--- config.mk ---
export PLATFORM = sky130hd
export DESIGN_NAME = instr_packer_flat
export DESIGN_NICKNAME = d
export VERILOG_FILES = /design/src/rtl/instr_packer_pkg.sv /design/src/rtl/instr_packer_if.sv /design/src/rtl/instr_packer_sync_fifo.sv /design/src/rtl/instr_packer.sv /design/src/flat_wrapper.sv
export SDC_FILE = /design/constraint.sdc
export NUM_CORES = 1
export LEC_CHECK = 0
export BUFFER_PORTS_ARGS = -buffer_cell sky130_fd_sc_hd__buf_2
export CORE_MARGIN = 4
export CORE_UTILIZATION = 45
export DETAILED_ROUTE_END_ITERATION = 12
export PLACE_DENSITY = 0.62
export SKIP_LAST_GASP = 1
export SLEW_MARGIN = 10
export SYNTH_ARGS = -nofsm -noshare
export SYNTH_HDL_FRONTEND = slang
export SYNTH_SLANG_ARGS = --single-unit
--- constraint.sdc ---
create_clock -name clk -period 6.03 [get_ports clk]
set_input_delay 0.9045 -clock clk [delete_from_list [all_inputs] [get_ports clk]]
set_output_delay 0.9045 -clock clk [all_outputs]
set_load 0.05 [all_outputs]
--- src/rtl/instr_packer_pkg.sv ---
// instr_pkg: MIPS format codes, field widths and the shared field-packing function.
package instr_pkg;
    localparam logic [1:0] FMT_R = 2'b00;
    localparam logic [1:0] FMT_I = 2'b01;
    localparam logic [1:0] FMT_J = 2'b10;
    localparam logic [1:0] FMT_RSV = 2'b11;
    localparam int OP_W = 6;
    localparam int REG_W = 5;
    localparam int IMM16_W = 16;
    localparam int IMM26_W = 26;
    localparam logic [31:0] DEF_BASE_ADDR = 32'h0000_3000;

    function automatic logic [31:0] pack(
        input logic [1:0] fmt,
        input logic [OP_W-1:0] op, func,
        input logic [REG_W-1:0] rs, rt, rd, shamt,
        input logic [IMM16_W-1:0] imm16,
        input logic [IMM26_W-1:0] imm26
    );
        return fmt == FMT_R ? {op, rs, rt, rd, shamt, func} :
               fmt == FMT_I ? {op, rs, rt, imm16} :
               fmt == FMT_J ? {op, imm26} : 32'h0;
    endfunction
endpackage

--- src/rtl/instr_packer_if.sv ---
// instr_packer_if: field-tuple input and packed-word output handshakes of the packer.
interface instr_packer_if #(parameter int CW = 3) ();
    logic in_valid, in_ready;
    logic [1:0] fmt;
    logic [instr_pkg::OP_W-1:0] op, func;
    logic [instr_pkg::REG_W-1:0] rs, rt, rd, shamt;
    logic [instr_pkg::IMM16_W-1:0] imm16;
    logic [instr_pkg::IMM26_W-1:0] imm26;
    logic out_valid, out_ready;
    logic [31:0] out_instr, out_addr;
    logic [CW-1:0] count;
    logic err;

    modport master (
        output in_valid, fmt, op, func, rs, rt, rd, shamt, imm16, imm26, out_ready,
        input in_ready, out_valid, out_instr, out_addr, count, err
    );
    modport slave (
        input in_valid, fmt, op, func, rs, rt, rd, shamt, imm16, imm26, out_ready,
        output in_ready, out_valid, out_instr, out_addr, count, err
    );
endinterface

--- src/rtl/instr_packer_sync_fifo.sv ---
// sync_fifo: DEPTH x W synchronous FIFO; when empty the read port shows the last popped entry.
module sync_fifo #(
    parameter int DEPTH = 4,
    parameter int W = 64,
    parameter int CW = $clog2(DEPTH) + 1
) (
    input  logic clk,
    input  logic reset_n,
    input  logic push_i,
    input  logic pop_i,
    input  logic [W-1:0] wdata_i,
    output logic [W-1:0] rdata_o,
    output logic [CW-1:0] count_o,
    output logic full_o,
    output logic empty_o
);
    localparam int AW = $clog2(DEPTH);
    logic [W-1:0] mem_q [DEPTH];
    logic [AW-1:0] wr_q, rd_q;
    logic [CW-1:0] cnt_q;
    logic do_push, do_pop;

    assign full_o = cnt_q == CW'(DEPTH);
    assign empty_o = cnt_q == '0;
    assign do_push = push_i && !full_o;
    assign do_pop = pop_i && !empty_o;
    assign count_o = cnt_q;
    // Stepping back one slot when empty keeps the last popped word visible (zero after reset).
    assign rdata_o = mem_q[empty_o ? rd_q - AW'(1) : rd_q];

    always_ff @(posedge clk or negedge reset_n) begin
        if (!reset_n) begin
            wr_q <= '0;
            rd_q <= '0;
            cnt_q <= '0;
            for (int i = 0; i < DEPTH; i++) mem_q[i] <= '0;
        end else begin
            if (do_push) begin
                mem_q[wr_q] <= wdata_i;
                wr_q <= wr_q + AW'(1);
            end
            if (do_pop) rd_q <= rd_q + AW'(1);
            cnt_q <= cnt_q + CW'(do_push) - CW'(do_pop);
        end
    end
endmodule

--- src/rtl/instr_packer.sv ---
// instr_packer: packs MIPS fields into address-tagged words queued for the IM loader.
// Define INSTR_PACKER_FMT_CHECK_EN to also reject opcode/format mismatches.
module instr_packer
    import instr_pkg::*;
#(
    parameter int DEPTH = 4,
    parameter logic [31:0] BASE_ADDR = DEF_BASE_ADDR,
    parameter int CW = $clog2(DEPTH) + 1
) (
    input logic clk,
    input logic reset_n,
    instr_packer_if.slave bus
);
    logic [31:0] addr_q, addr_d;
    logic err_q, err_d;
    logic full, empty, accept, legal, push;
    logic [63:0] head;

    always_comb begin
`ifdef INSTR_PACKER_FMT_CHECK_EN
        legal = bus.fmt != FMT_RSV && ((bus.fmt == FMT_R) == (bus.op == '0));
`else
        legal = bus.fmt != FMT_RSV;
`endif
        accept = bus.in_valid && !full;
        push = accept && legal;
        addr_d = push ? addr_q + 32'd4 : addr_q;
        err_d = err_q || (accept && !legal);
    end

    always_ff @(posedge clk or negedge reset_n) begin
        if (!reset_n) begin
            addr_q <= BASE_ADDR;
            err_q <= 1'b0;
        end else begin
            addr_q <= addr_d;
            err_q <= err_d;
        end
    end

    sync_fifo #(.DEPTH(DEPTH), .W(64), .CW(CW)) u_fifo (
        .clk(clk),
        .reset_n(reset_n),
        .push_i(push),
        .pop_i(bus.out_ready),
        .wdata_i({addr_q, pack(bus.fmt, bus.op, bus.func, bus.rs, bus.rt, bus.rd, bus.shamt, bus.imm16, bus.imm26)}),
        .rdata_o(head),
        .count_o(bus.count),
        .full_o(full),
        .empty_o(empty)
    );

    assign bus.in_ready = !full;
    assign bus.out_valid = !empty;
    assign bus.out_addr = head[63:32];
    assign bus.out_instr = head[31:0];
    assign bus.err = err_q;
endmodule

--- src/flat_wrapper.sv ---
// flat-port wrapper written by rule: the top's interface ports become plain ports
module instr_packer_flat import instr_pkg::*;
#(
    parameter int DEPTH = 4,
    parameter logic [31:0] BASE_ADDR = DEF_BASE_ADDR,
    parameter int CW = $clog2(DEPTH) + 1
)
  (clk, reset_n, bus_in_valid, bus_fmt, bus_op, bus_func, bus_rs, bus_rt, bus_rd, bus_shamt, bus_imm16, bus_imm26, bus_out_ready, bus_in_ready, bus_out_valid, bus_out_instr, bus_out_addr, bus_count, bus_err);
  instr_packer_if #(.CW(CW)) bus_i ();
  input logic clk;
  input logic reset_n;
  input wire logic [$bits(bus_i.in_valid)-1:0] bus_in_valid;
  input wire logic [$bits(bus_i.fmt)-1:0] bus_fmt;
  input wire logic [$bits(bus_i.op)-1:0] bus_op;
  input wire logic [$bits(bus_i.func)-1:0] bus_func;
  input wire logic [$bits(bus_i.rs)-1:0] bus_rs;
  input wire logic [$bits(bus_i.rt)-1:0] bus_rt;
  input wire logic [$bits(bus_i.rd)-1:0] bus_rd;
  input wire logic [$bits(bus_i.shamt)-1:0] bus_shamt;
  input wire logic [$bits(bus_i.imm16)-1:0] bus_imm16;
  input wire logic [$bits(bus_i.imm26)-1:0] bus_imm26;
  input wire logic [$bits(bus_i.out_ready)-1:0] bus_out_ready;
  output wire logic [$bits(bus_i.in_ready)-1:0] bus_in_ready;
  output wire logic [$bits(bus_i.out_valid)-1:0] bus_out_valid;
  output wire logic [$bits(bus_i.out_instr)-1:0] bus_out_instr;
  output wire logic [$bits(bus_i.out_addr)-1:0] bus_out_addr;
  output wire logic [$bits(bus_i.count)-1:0] bus_count;
  output wire logic [$bits(bus_i.err)-1:0] bus_err;
  assign bus_i.in_valid = bus_in_valid;
  assign bus_i.fmt = bus_fmt;
  assign bus_i.op = bus_op;
  assign bus_i.func = bus_func;
  assign bus_i.rs = bus_rs;
  assign bus_i.rt = bus_rt;
  assign bus_i.rd = bus_rd;
  assign bus_i.shamt = bus_shamt;
  assign bus_i.imm16 = bus_imm16;
  assign bus_i.imm26 = bus_imm26;
  assign bus_i.out_ready = bus_out_ready;
  assign bus_in_ready = bus_i.in_ready;
  assign bus_out_valid = bus_i.out_valid;
  assign bus_out_instr = bus_i.out_instr;
  assign bus_out_addr = bus_i.out_addr;
  assign bus_count = bus_i.count;
  assign bus_err = bus_i.err;
  instr_packer #(.DEPTH(DEPTH), .BASE_ADDR(BASE_ADDR), .CW(CW)) u_core (.clk(clk), .reset_n(reset_n), .bus(bus_i));
endmodule
==> flow_summary.toml, run 1 <==
[placement]
gp_congestion = 0.751
dp.cells = 1831
dp_hpwl_mm = 22.4
io_buffers = 147

[power]
seq_power_share_pct = 29.0
swShare_pct = 47.5
p_leak_nw = 7.71
p_per_area_nw_per_um2 = 599
p_comb_share_pct = 50.1
p_clk_share_pct = 20.9
internal_power_w = 0.00529
power_switching_w = 0.00478
ir_drop_mv = 0.443

[worst_setup_path]
crit_chain = "nor3_4 > buf_4 > clkinv_2 > nand2b_2 > buf_12 > o221ai_1 > a22oi_1 > buf_2"
cp_slowest_stage_delay_ns = 0.59
reg2reg_depth = 11
cp_data_arrival_time_ns = 3.45
critPathKind = "flop to primary output"
critPathTopFamily = "buffers and inverters"
crit_path_end_kind = "primary output"
cp_slowest_cell = "nand2b_2"
regToRegEndpoint = "u_core.u_fifo.count_o[2]"
r2r-start = "u_core.u_fifo.count_o[2]"
cp.buffers_inverters = 4
r2r_slack_ns = 2.71
worstPathRequired_ns = 5.13
cp-start-kind = "flop"
critPathMaxFanout = 36

[die]
dieWidth_microns = 189
initial_utilization_pct = 46.0
core_area_sq_um = 31900
die_h_microns = 189
die_area_sq_um = 35600
row_count = 65
ioPinCount = 150

[clock_tree]
ctsResizeCount = 0
h-tree-depth = 2
cts_num_sinks = 286
cts_setup_buffers = 0
cts_tree = "yes"
clk_pin_slew_ns = 0.06
clock_latency_ns = 0.50
cts_buffer_depth = 3
root_buffer = "clkbuf_16"
numCtsBuffers = 34
hold_buffers = 0

[timing]
fin_setup_tns_ns = 0
final.setup_skew_ns = 0.0117
rsz0062_at_grt = "false"
hold_viol = 0
setup_violations = 0
worstMarginPinSlew_ns = 1.12
fmax_ghz = 0.229
fin_crit_sh_pct = 72.3
finalMaxSlewViolations = 0
slew_headroom_pct = 25.0
fin_crit_ns = 4.36

[min_path]
hold_path_class = "primary input to asynchronous set/reset pin"

[global_route]
grt_pass1_wl_mm = 63.3
grt-ovfl-total = 0
grt_pass1_vias = 11641
antenna_found_initial = 0
grt_max_degree = 128
grt_use_total_pct = 21.6

[routing]
vias = 11486
wl_met1_mm = 17.4
wl_met2_mm = 18.5
wl_per_cell_microns = 20.5
drc = 0
wl_met3_mm = 2.03
postRouteAntennaNets = 0
drt_iter0_drc = 842
viasPerCell = 6.07
maxUsedRoutingLayer = "met4"
first_pass_iters = 5
drt_wl_total_mm = 38.8

[final_layout]
fill_cells = 2888
layout.nets = 1520
drive_above_1_share_pct = 29.3
fin_cells = 1893
areaGrowthSynthToFinish_pct = 14.5
seqCellArea_sq_um = 7170
num_antenna_cells = 0
multi_input_area_sq_um = 6970

[synth]
async_flop_share_pct = 100
ys_warn_count = 0
avgSynthCellArea_sq_um = 10.7
synth_seq_cells = 286
syn_inst = 1370
synth_edf_count = 0
yosysUniqueCellTypes = 42
synth_flop_cell = "dfrtp_1"
syn-cell-area_sq_um = 14700
ys_seq_area_share_pct = 48.8

[run_status]
status = "completed"

[run]
cap_violations = 0
## stage by stage
step	worst slack (ns)	instance area [sq um]	hold WS (ns)	utilization, %	power, W
after CTS	1.68	16800	0.478	52.7	0.0101
after global placement	2.22	15600	0.445	49.0	0.00790
after global routing	1.51	16800	0.491	52.7	0.0107
after floorplan	2.21	14700	0.444	-	0.00667
final	1.67	16800	0.392	52.7	0.0101
after detailed placement	2.13	15600	0.465	49.0	0.00800
## cell usage in the layout (no fill, tap or decap), drive strengths merged, types with 16 or more instances in the layout
cell	instances
dfrtp	284
mux2	192
buf	166
nand2	142
o221ai	124
o21ai	120
or3	63
o31ai	62
a22oi	62
clkbuf	59
a21oi	26
xor2	25
nor2	24
mux2i	16
## power groups by stage
| stage | Combinational [W] | Sequential, W | Clock [W] |
|---|---|---|---|
| after floorplan | 0.00393 | 0.00274 | 0 |
| after global placement | 0.00498 | 0.00291 | 0 |
| after detailed placement | 0.00506 | 0.00294 | 0 |
| after CTS | 0.00508 | 0.00291 | 0.00215 |
| after global routing | 0.00543 | 0.00299 | 0.00224 |
| final | 0.00505 | 0.00292 | 0.00210 |
## cells by family (layout without fill, tap and decap cells)
group | Yosys count | after routing | share of synthesized area [%]
xor gates and xnor gates | 34 | 34 | 2.03
adders and majority gates | 8 | 8 | 0.733
DFF | 286 | 286 | 48.8
other | 1 | 2 | 0.0256
AOI/OAI and AO/OA | 396 | 396 | 18.8
buffers and inverters | 151 | 238 | 4.20
and+or+nand+nor | 286 | 286 | 9.57
muxes | 208 | 208 | 15.8
## how the worst max path moves through the flow
stage,startpoint,end,slack (ns),depth (start not counted)
after CTS,u_core.u_fifo.count_o[2],bus_out_addr[30],1.68,8
after detailed placement,bus_fmt[0],u_core.u_fifo.count_o[2],2.13,9
after global placement,bus_fmt[0],u_core.u_fifo.count_o[2],2.22,9
after floorplan,u_core.u_fifo.count_o[1],bus_out_addr[21],2.21,6
final,u_core.u_fifo.count_o[2],bus_out_instr[26],1.67,8
after global routing,u_core.u_fifo.count_o[2],bus_out_instr[26],1.51,8
## per-layer routing
| metal | vias up | global-route usage (%) |
|---|---|---|
| met4 | 0 | 5.80 |
| met2 | 356 | 35.6 |
| met1 | 5768 | 29.7 |
| li1 | 5303 | - |
| met5 | - | 0 |
| met3 | 59 | 3.67 |
## flip-flops by register name (all words and copies together), names as in the netlist
name / count
u_core.u_fifo.count_o: 3
u_core.bus.err: 1
u_core.u_fifo.wr_q: 2
u_core.addr_q: 30
u_core.u_fifo.mem_q: 248
u_core.u_fifo.rd_q: 2
## area by class of cell
class                      instances  share of cell area [%]
sequential                       286                    42.7
inverter                          10                   0.246
clock inverter                     3                   0.410
timing repair buffer             166                    5.44
tap                              435                    3.24
clock buffer                      59                    6.54
multi-input combinational        934                    41.5
## Yosys cell counts, types with 4 or more instances
| master | instances | share of area [%] |
|---|---|---|
| mux2i_1 | 16 | 1.1 |
| buf_1 | 14 | 0.36 |
| o221ai_1 | 124 | 7.4 |
| a22oi_1 | 62 | 3.2 |
| nor3_1 | 11 | 0.38 |
| buf_2 | 25 | 0.85 |
| dfrtp_1 | 284 | 48 |
| nand4_1 | 7 | 0.30 |
| nor2b_1 | 11 | 0.47 |
| clkbuf_1 | 98 | 2.5 |
| nor4_2 | 4 | 0.34 |
| nor2_1 | 24 | 0.61 |
| ha_1 | 7 | 0.60 |
| nand2_1 | 142 | 3.6 |
| inv_1 | 8 | 0.20 |
| mux2_2 | 192 | 15 |
| o31ai_1 | 62 | 3.2 |
| nand3_1 | 6 | 0.20 |
| or3_1 | 63 | 2.7 |
| xnor2_1 | 9 | 0.54 |
| o21ai_0 | 120 | 4.1 |
| a21oi_1 | 26 | 0.89 |
| xor2_1 | 25 | 1.5 |
(Power assumes the default switching activity.)
==> inputs of run 2 (changes only) <==
PLACE_DENSITY = 0.64   (was 0.62)
clock period = 3.6 ns   (was 6.03 ns; I/O delays follow)
==> run 2 against run 1 <==
  * The flow now finishes with violations (negative hold slack)
  * Combinational power increased by 69%
  * Routed wire length is 1.7% lower
  * Cell area grew 0.34%
  * Utilization up 0.18 points
  * Final cell count is 0.42% higher
  * Global-route usage is 0.57 points lower
  * Highest routed layer unchanged
==> flow_summary.toml, run 2 (same netlist as run 1, synthesis figures left out) <==
[run_status]
status = "finished with violations"
violations = "negative hold slack"

[routing]
postRouteAntennaNets = 0
wl_per_cell_microns = 20.0
viasPerCell = 6.05
maxUsedRoutingLayer = "met4"
wl_met1_mm = 17.2
first_pass_iters = 5
drt_iter0_drc = 916
vias = 11497
wl_met3_mm = 1.86
wl_met2_mm = 18.2
drc = 0
drt_wl_total_mm = 38.1

[global_route]
grt_pass1_vias = 11561
grt_max_degree = 126
grt_use_total_pct = 21.0
grt-ovfl-total = 0
grt_pass1_wl_mm = 61.8
antenna_found_initial = 0

[timing]
setup_violations = 0
setup_ws_ns = 0.195
rsz0062_at_grt = "false"
hold_viol = 5
whs_ns = -0.0240
worstMarginPinSlew_ns = 0.633
fin_setup_tns_ns = 0
fin_crit_sh_pct = 94.6
finalMaxSlewViolations = 0
fin_crit_ns = 3.41
final.setup_skew_ns = 0.0156
fmax_ghz = 0.294
slew_headroom_pct = 57.8

[final_layout]
top_register = "u_core.u_fifo.mem_q"
layout.nets = 1531
mostFrequentLayoutCells = "dfrtp_1, mux2_2, buf_2"
fill_cells = 2877
areaGrowthSynthToFinish_pct = 14.9
final_common_cell = "dfrtp_1"
post-route-util_pct = 52.9
largest_reg_flops = 248
num_antenna_cells = 0
drive_above_1_share_pct = 29.9
fin_cells = 1901

[power]
p_comb_share_pct = 51.4
p_clk_share_pct = 19.4
power.total_w = 0.0166
seq_power_share_pct = 29.2
ir_drop_mv = 0.919
p_leak_nw = 7.75
p_per_area_nw_per_um2 = 986
swShare_pct = 47.9
internal_power_w = 0.00866
power_switching_w = 0.00796

[placement]
io_buffers = 147
dp.cells = 1842
dp_slack_ns = 0.797
gp_congestion = 0.791
dp_hpwl_mm = 23.1

[clock_tree]
ctsResizeCount = 0
numCtsBuffers = 34
hold_buffers = 0
cts_buffer_depth = 3
clk_pin_slew_ns = 0.06
h-tree-depth = 2
cts_tree = "yes"
clock_latency_ns = 0.50
cts_setup_buffers = 0
root_buffer = "clkbuf_16"
cts_num_sinks = 286

[die]
core_area_sq_um = 31900
dieWidth_microns = 189
row_count = 65
initial_utilization_pct = 46.0
die_area_sq_um = 35600
ioPinCount = 150
die_h_microns = 189

[worst_setup_path]
crit_path_end_kind = "primary output"
critPathKind = "flop to primary output"
r2r_slack_ns = 0.90
reg2reg_depth = 8
cp_data_arrival_time_ns = 2.87
critPathMaxFanout = 125
cp-start-kind = "flop"
worstPathRequired_ns = 3.06
regToRegEndpoint = "u_core.u_fifo.count_o[2]"
r2r-start = "u_core.u_fifo.count_o[2]"

[run]
cap_violations = 0

[min_path]
hold_path_class = "primary input to asynchronous set/reset pin"
-- run 2: worst max path at each step --
stage | depth (start not counted) | start | endpoint
floorplan | 6 | u_core.u_fifo.count_o[1] | bus_out_addr[21]
global placement | 7 | u_core.u_fifo.count_o[2] | bus_out_addr[3]
detailed placement | 7 | u_core.u_fifo.count_o[2] | bus_out_addr[3]
CTS | 7 | u_core.u_fifo.count_o[2] | bus_out_addr[3]
global route | 7 | u_core.u_fifo.count_o[2] | bus_out_addr[3]
finish | 7 | u_core.u_fifo.count_o[2] | bus_out_instr[16]
-- run 2: power groups by stage --
| stage | clock network [W] | logic, W | registers [W] |
|---|---|---|---|
| after floorplan | 0 | 0.00658 | 0.00460 |
| after global routing | 0.00345 | 0.00916 | 0.00497 |
| final | 0.00322 | 0.00855 | 0.00486 |
| after detailed placement | 0 | 0.00855 | 0.00488 |
| after CTS | 0.00330 | 0.00859 | 0.00483 |
| after global placement | 0 | 0.00842 | 0.00483 |
-- run 2: cell type report --
cell class / instances / area, sq um / share of cell area, %
well taps: 435 / 544 / 3.23
clock buffers: 52 / 1010 / 5.99
inverters: 10 / 41.3 / 0.245
flip-flops and latches: 286 / 7170 / 42.5
repair buffers: 177 / 1080 / 6.43
multi-input cells: 934 / 6970 / 41.3
clock inverters: 7 / 45.0 / 0.267
-- run 2: stage by stage --
step                instance area (sq um)  hold slack [ns]
global placement                    15800            0.456
floorplan                           14700            0.244
CTS                                 16900           0.0168
global route                        16900           0.0355
finish                              16900          -0.0240
detailed placement                  15800            0.465
-- run 2: metal layers --
metal	vias up	global-route usage [%]
li1	5313	-
met1	5795	29.1
met2	331	34.4
met3	58	3.08
met4	0	6.47
met5	-	0
-- run 2: critical path: stages, from the launching register on --
cell and delay (ns):
dfrtp_1 0.45, nor3_4 0.28, buf_12 0.47, nand2b_2 0.12
buf_4 0.29, o221ai_1 0.24, a22oi_1 0.17, buf_2 0.25
==> inputs of run 3 (changes only) <==
CAP_MARGIN = 30   (was unset)
CTS_CLUSTER_SIZE = 40   (was unset)
PLACE_DENSITY = 0.68   (was 0.64)
==> run 3 against run 2 <==
  * The run now ends clean
  * Sequential power shrank 2%
  * Final cell count is 0.42% lower
  * First-iteration DRC count down 14%
  * Utilization barely moved
  * Global-route usage rose by 0.48 points
  * Clock skew about the same
  * Routed wire length grew 2.3%
  * Clock power up 3%
  * Sequential share of layout area about the same
  * Die area unchanged
  * Critical path depth shrank 1
  * Highest routed layer unchanged
==> flow_summary.toml, run 3 (same netlist as run 1, synthesis figures left out) <==
[run_status]
status = "completed"

[timing]
finalMaxSlewViolations = 0
rsz0062_at_grt = "false"
whs_ns = 0.00264
fin_crit_ns = 3.42
hold_viol = 0
slew_headroom_pct = 47.5
fmax_ghz = 0.292
setup_violations = 0
worstMarginPinSlew_ns = 0.787
fin_crit_sh_pct = 95.1
fin_setup_tns_ns = 0
final.setup_skew_ns = 0.0157

[final_layout]
fill_cells = 2837
layout.nets = 1527
mostFrequentLayoutCells = "dfrtp_1, mux2_2, buf_2"
num_antenna_cells = 0
final_area_sq_um = 16900
drive_above_1_share_pct = 29.8
largest_reg_flops = 248
final_common_cell = "dfrtp_1"
areaGrowthSynthToFinish_pct = 14.8
top_register = "u_core.u_fifo.mem_q"

[routing]
drt_iter0_drc = 785
wl_met2_mm = 18.5
wl_met3_mm = 2.02
viasPerCell = 6.07
wl_met1_mm = 17.4
postRouteAntennaNets = 0
maxUsedRoutingLayer = "met4"
drc = 0
wl_per_cell_microns = 20.6
vias = 11492
first_pass_iters = 5
drt_wl_total_mm = 39.0

[worst_setup_path]
cp-start-kind = "flop"
critPathKind = "flop to primary output"
critPathMaxFanout = 45
cp_data_arrival_time_ns = 2.88
crit_path_end_kind = "primary output"
worstPathRequired_ns = 3.06

[power]
p_comb_share_pct = 51.6
swShare_pct = 47.7
p_clk_share_pct = 19.8
ir_drop_mv = 0.842
p_per_area_nw_per_um2 = 993
power_switching_w = 0.00798
internal_power_w = 0.00876
p_leak_nw = 7.74
seq_power_share_pct = 28.6

[die]
row_count = 65
initial_utilization_pct = 46.0
die_h_microns = 189
ioPinCount = 150
core_area_sq_um = 31900
dieWidth_microns = 189
die_area_sq_um = 35600

[placement]
io_buffers = 147
dp_hpwl_mm = 23.4
gp_congestion = 0.755
place_area_sq_um = 15800

[global_route]
grt-ovfl-total = 0
grt_max_degree = 126
grt_pass1_wl_mm = 63.1
grt_pass1_vias = 11503
antenna_found_initial = 0
grt_use_total_pct = 21.5

[clock_tree]
cts_setup_buffers = 0
h-tree-depth = 1
root_buffer = "clkbuf_16"
cts_num_sinks = 286
clk_pin_slew_ns = 0.06
clock_latency_ns = 0.56
numCtsBuffers = 31
cts_buffer_depth = 3
cts_tree = "yes"

[run]
cap_violations = 0

[min_path]
hold_path_class = "primary input to asynchronous set/reset pin"
run 3: cell count changes in the layout (fill, tap and decap cells not counted), sizes merged:
cell	delta
inv	+1
clkbuf	-10
clkinvlp	-1
bufinv	+5
clkinv	-2
buf	-1
run 3: through the flow:
step | total power [W] | instances | utilization, % | worst slack (ns)
global placement | 0.0132 | 1840 | 49.5 | 0.683
finish | 0.0167 | 1893 | 52.9 | 0.175
detailed placement | 0.0134 | 1841 | 49.5 | 0.671
floorplan | 0.0112 | 1371 | - | 0.142
global route | 0.0177 | 1893 | 52.9 | 0.0559
CTS | 0.0168 | 1893 | 52.8 | 0.0699
run 3: final timing paths:
check	from	to	slack, ns	cells past startpoint
worst max-delay path	u_core.u_fifo.rd_q[1]	bus_out_instr[4]	0.18	6
worst max register to register	u_core.u_fifo.count_o[2]	u_core.u_fifo.count_o[2]	0.84	10
min in group clk	bus_op[1]	u_core.u_fifo.mem_q[91]	0.26	2
worst min-delay path	reset_n	u_core.u_fifo.mem_q[200]	0.003	1
worst min register to register	u_core.u_fifo.mem_q[236]	u_core.u_fifo.mem_q[236]	0.47	2
max in group asynchronous	reset_n	u_core.u_fifo.mem_q[178]	2.57	2
run 3: cell type report:
| type | count | area [sq um] | share of cell area (%) |
|---|---|---|---|
| clock inverters | 10 | 183 | 1.08 |
| well taps | 435 | 544 | 3.23 |
| repair buffers | 176 | 1080 | 6.42 |
| flip-flops and latches | 286 | 7170 | 42.5 |
| clock buffers | 42 | 867 | 5.15 |
| multi-input cells | 934 | 6970 | 41.3 |
| inverters | 10 | 41.3 | 0.245 |
run 3: per-layer routing:
| layer | vias to the layer above | track usage (%) |
|---|---|---|
| met5 | - | 0 |
| li1 | 5292 | - |
| met4 | 0 | 6.45 |
| met2 | 308 | 35.2 |
| met3 | 63 | 3.32 |
| met1 | 5829 | 29.8 |
run 3: power groups by stage:
stage	Sequential (W)	Combinational (W)	Clock, W
after global routing	0.00489	0.00928	0.00350
after CTS	0.00477	0.00865	0.00339
after floorplan	0.00460	0.00658	0
after detailed placement	0.00482	0.00862	0
final	0.00478	0.00863	0.00332
after global placement	0.00476	0.00848	0
run 3: critical path, stage by stage, from the launching register on:
cell and delay (ns):
dfrtp_4 0.65, buf_6 0.34, nand2b_2 0.21, buf_12 0.29, o221ai_1 0.18, a22oi_1 0.28
buf_2 0.33
run 3: what timing repair did:
action | in CTS | in global routing
endpoints found under the setup margin | 0 | 8
resized for setup | 0 | 3
hold buffers | 0 | 0
hold endpoints to repair | 0 | 0
